==> config.mk <==
export PLATFORM = sky130hd
export DESIGN_NAME = cmd_status_ctrl
export DESIGN_NICKNAME = d
export VERILOG_FILES = /design/src/rtl/cmd_status_ctrl.sv
export SDC_FILE = /design/constraint.sdc
export NUM_CORES = 1
export LEC_CHECK = 0
export BUFFER_PORTS_ARGS = -buffer_cell sky130_fd_sc_hd__buf_4
export CORE_MARGIN = 1
export CORE_UTILIZATION = 50
export CTS_BUF_LIST = sky130_fd_sc_hd__clkbuf_16
export DETAILED_ROUTE_END_ITERATION = 10
export GPL_ROUTABILITY_DRIVEN = 0
export PLACE_DENSITY = 0.78
export SYNTH_ARGS = -nofsm -noshare
export SYNTH_HDL_FRONTEND = slang
export SYNTH_SLANG_ARGS = --single-unit
==> constraint.sdc <==
create_clock -name clk -period 1.2 [get_ports clk]
set_input_delay 0.06 -clock clk [delete_from_list [all_inputs] [get_ports clk]]
set_output_delay 0.06 -clock clk [all_outputs]
set_load 0.05 [all_outputs]
==> src/rtl/cmd_status_ctrl.sv <==
// Per-channel command launch / status tracking with sticky done/err flags and a masked interrupt.
// Optional per-channel watchdog enabled by defining CMD_WDOG_EN.
module cmd_status_ctrl #(
  parameter int NUM_CH  = 4,
  parameter int TMO_CYC = 65535
) (
  input  logic              clk,
  input  logic              reset,
  input  logic              cmd_wr_i,
  input  logic [NUM_CH-1:0] cmd_data_i,
  input  logic [NUM_CH-1:0] irq_clr_i,
  input  logic [NUM_CH-1:0] irq_en_i,
  output logic [NUM_CH-1:0] start_o,
  input  logic [NUM_CH-1:0] ready_i,
  output logic [NUM_CH-1:0] status_axi_o,
  output logic [NUM_CH-1:0] done_o,
  output logic [NUM_CH-1:0] err_o,
  output logic              irq_o
);

  typedef enum logic [1:0] {IDLE, LAUNCH, RUN} state_t;

  for (genvar gi = 0; gi < NUM_CH; gi++) begin : g_ch
    state_t state;
    logic   start, busy, done, err;
    logic   req, tmo, set_done, set_err;

    assign req = cmd_wr_i & cmd_data_i[gi];

`ifdef CMD_WDOG_EN
    logic [19:0] cnt;

    // Timeout fires on the edge that would bring the count to TMO_CYC.
    assign tmo = (state != IDLE) && (cnt == 20'(TMO_CYC - 1));

    always_ff @(posedge clk or posedge reset) begin
      if (reset) begin
        cnt <= '0;
      end else if (state == IDLE) begin
        cnt <= '0;
      end else begin
        cnt <= cnt + 20'd1;
      end
    end
`else
    assign tmo = 1'b0;
`endif

    assign set_err  = ((state != IDLE) && req) || tmo;
    assign set_done = (state == RUN) && ready_i[gi] && !tmo;

    always_ff @(posedge clk or posedge reset) begin
      if (reset) begin
        state <= IDLE;
        start <= 1'b0;
        busy  <= 1'b0;
        done  <= 1'b0;
        err   <= 1'b0;
      end else begin
        // A new set on the same edge overrides the write-1-to-clear.
        done <= set_done | (done & ~irq_clr_i[gi]);
        err  <= set_err  | (err  & ~irq_clr_i[gi]);
        case (state)
          IDLE: begin
            if (req) begin
              state <= LAUNCH;
              start <= 1'b1;
              busy  <= 1'b1;
            end
          end
          LAUNCH: begin
            if (tmo) begin
              state <= IDLE;
              start <= 1'b0;
              busy  <= 1'b0;
            end else if (!ready_i[gi]) begin
              state <= RUN;
              start <= 1'b0;
            end
          end
          RUN: begin
            if (tmo || ready_i[gi]) begin
              state <= IDLE;
              busy  <= 1'b0;
            end
          end
          default: begin
            state <= IDLE;
            start <= 1'b0;
            busy  <= 1'b0;
          end
        endcase
      end
    end

    assign start_o[gi]      = start;
    assign status_axi_o[gi] = busy;
    assign done_o[gi]       = done;
    assign err_o[gi]        = err;
  end

  always_ff @(posedge clk or posedge reset) begin
    if (reset) begin
      irq_o <= 1'b0;
    end else begin
      irq_o <= |((done_o | err_o) & irq_en_i);
    end
  end

endmodule

==> impl_metrics.json <==
{
  "status": "finished, final reports clean",
  "async_flop_share_pct": 100,
  "htree_levels": 1,
  "dp.cells": 168,
  "die-area_sq_um": 2570,
  "hpwlAfterDp_um": 1590,
  "die_y_um": 50.7,
  "worstHoldPathType": "in2reg",
  "routed_wl_um": 2190,
  "final.setup.worst_slack_ps": 217,
  "worst-path-max-fanout": 7,
  "dr.first_iter.drc_count": 12,
  "clk_pin_slew_ps": 60,
  "synthTopCellsByArea": "dfrtp_1 53%, buf_4 11%, o21ai_0 5.1%",
  "wl_met3_um": 71,
  "final_cell_count_no_fill": 181,
  "seq_area_frac_synth_pct": 52.7,
  "netlist_top_cells_count": "25 x dfrtp_1, 17 x buf_4, 14 x nor2_1",
  "grt_pass1_vias": 860,
  "ys_types": 21,
  "clock_latency_ps": 250,
  "cp.arrival_ps": 1150,
  "finalPower_mw": 3.66,
  "ant_nets": 0,
  "drv_cap": 0,
  "drive_above_1_share_pct": 26.1,
  "final.min_clock_period_ps": 983,
  "overflow": 0,
  "leakage_nw": 0.714,
  "synth_top_area_share_pct": 52.7,
  "ir_worst_vdd_uv": 1330,
  "clockRootBuffer": "clkbuf_16",
  "via_count": 931,
  "core_sq_um": 2230,
  "setup_viol": 0,
  "grt_max_degree": 26,
  "wl_met2_um": 1150,
  "start_util_pct": 53.1,
  "synth_top_area_cell": "dfrtp_1",
  "top_layer": "met4",
  "cts_buffers": 3,
  "met1Wirelength_um": 942,
  "finalHoldViolCount": 0,
  "grt_usage_pct": 19.3,
  "dpl_worst_slack_ps": 226,
  "synth_edf_count": 0,
  "end_kind": "flip-flop",
  "dr.pass1.iters": 6,
  "finalSetupTns_ps": 0,
  "area_delta_synth_final_pct": 27.5,
  "worst_pin_slew_ps": 312,
  "fmax_mhz": 1020,
  "r2r_cells": 3,
  "postSynthAreaPerCell_sq_um": 9.49,
  "final_max_slew_viol_count": 0,
  "required_ps": 1370,
  "wire_per_inst_um": 12.1,
  "drc": 0,
  "ys_warn_count": 0,
  "slew_headroom_pct": 79.2,
  "synthCells": 125,
  "rows": 17,
  "cts_tree": "built",
  "syn-num-nets": 144,
  "nNetsFinal": 173,
  "fin_crit_sh_pct": 81.9,
  "clock-sinks": 25,
  "fin_skew_ps": 1.36,
  "crit_type": "reg2reg",
  "portBuffers": 35,
  "rsz0062_at_grt": "false",
  "startpoint_type": "flip-flop",
  "yosysMostFrequentCell": "dfrtp_1",
  "power_density_nw_per_um2": 2420,
  "grt_pass1_wl_um": 3570,
  "grt_antenna_before_repair": 0,
  "synth_flop_cell": "dfrtp_1",
  "num_antenna_cells": 0,
  "hold_depth": 3,
  "io_pins": 36,
  "avgViaCountPerCell": 5.14,
  "synth-seq-cells": 25,
  "die_w_um": 50.7,
  "syn_area_sq_um": 1190,
  "max-clock-path-buffers": 2
}
through the flow:
stage	util [%]	cell area, sq um	hold slack, ps
5_1_grt	67.7	1510	81.7
2_1_floorplan	-	1190	87.3
3_5_place_dp	60.2	1340	133
6_report	67.7	1510	63.3
4_1_cts	67.3	1500	0.862
3_3_place_gp	60.2	1340	129
repair_timing:
action | in CTS | in global routing
hold buffers | 8 | 1
gates resized for setup | 0 | 0
endpoints found under the hold margin | 32 | 1
endpoints found under the setup margin | 0 | 0
buffers inserted | 0 | 0
flip-flops by register name, indices dropped and copies added (netlist names):
register and count:
g_ch.busy 4, g_ch.done 4, g_ch.err 4, g_ch.start 4
g_ch.state 8, irq_o 1
cells by family (layout without fill, tap and decap cells):
kind of cell | count (synthesis) | after routing | share of synthesized area [%]
buf+inv | 34 | 62 | 16.6
compound gates | 32 | 32 | 16.8
simple gates | 30 | 30 | 11.0
flops | 25 | 25 | 52.7
xor+xnor | 4 | 4 | 2.95
worst max-delay path, cell delays in order (launching register included):
cell and delay [ps]:
dfrtp_1 440, and3b_1 290, a21oi_2 40, o22ai_1 130
placed cells by master (no fill, tap or decap), drive strengths merged:
cell	n
nand3b	2
nor2	14
buf	36
nand2	11
nand4	1
o21a	2
o31ai	2
o21ai	13
dlygate4sd3	9
a21oi	2
clkbuf	3
o22ai	8
nor2b	1
dfrtp	25
xnor2	4
o211ai	1
inv	14
a31oi	2
and3b	1
a32o	2
routing by layer:
metal,GRT usage [%],vias to the layer above
met5,0,-
met4,9.26,0
met3,2.73,2
met2,33.6,27
met1,23.4,446
li1,-,456
final timing paths:
path | start | endpoint | slack, ps
setup / recovery | g_ch[1].state[0] | g_ch[1].start | 220
hold / removal | irq_en_i[1] | irq_o | 60
setup reg to reg | g_ch[1].state[0] | g_ch[1].start | 220
hold reg to reg | g_ch[0].start | g_ch[0].start | 490
max in group asynchronous | reset | g_ch[3].state[1] | 540
min in group asynchronous | reset | g_ch[2].busy | 430
power breakdown:
| group | switching (mW) | internal [mW] |
|---|---|---|
| clock | 0.265 | 0.444 |
| sequential | 0.255 | 1.11 |
| combinational | 1.04 | 0.545 |
| total | 1.56 | 2.10 |
final cells by class:
| cell class | count | area [sq um] |
|---|---|---|
| tap | 28 | 35.0 |
| inverter | 13 | 48.8 |
| clock inverter | 1 | 3.75 |
| fill | 182 | 721 |
| clock buffer | 3 | 75.1 |
| multi-input combinational | 66 | 364 |
| timing repair buffer | 45 | 360 |
| sequential | 25 | 626 |
No activity file was read; power rests on OpenSTA's default activity.
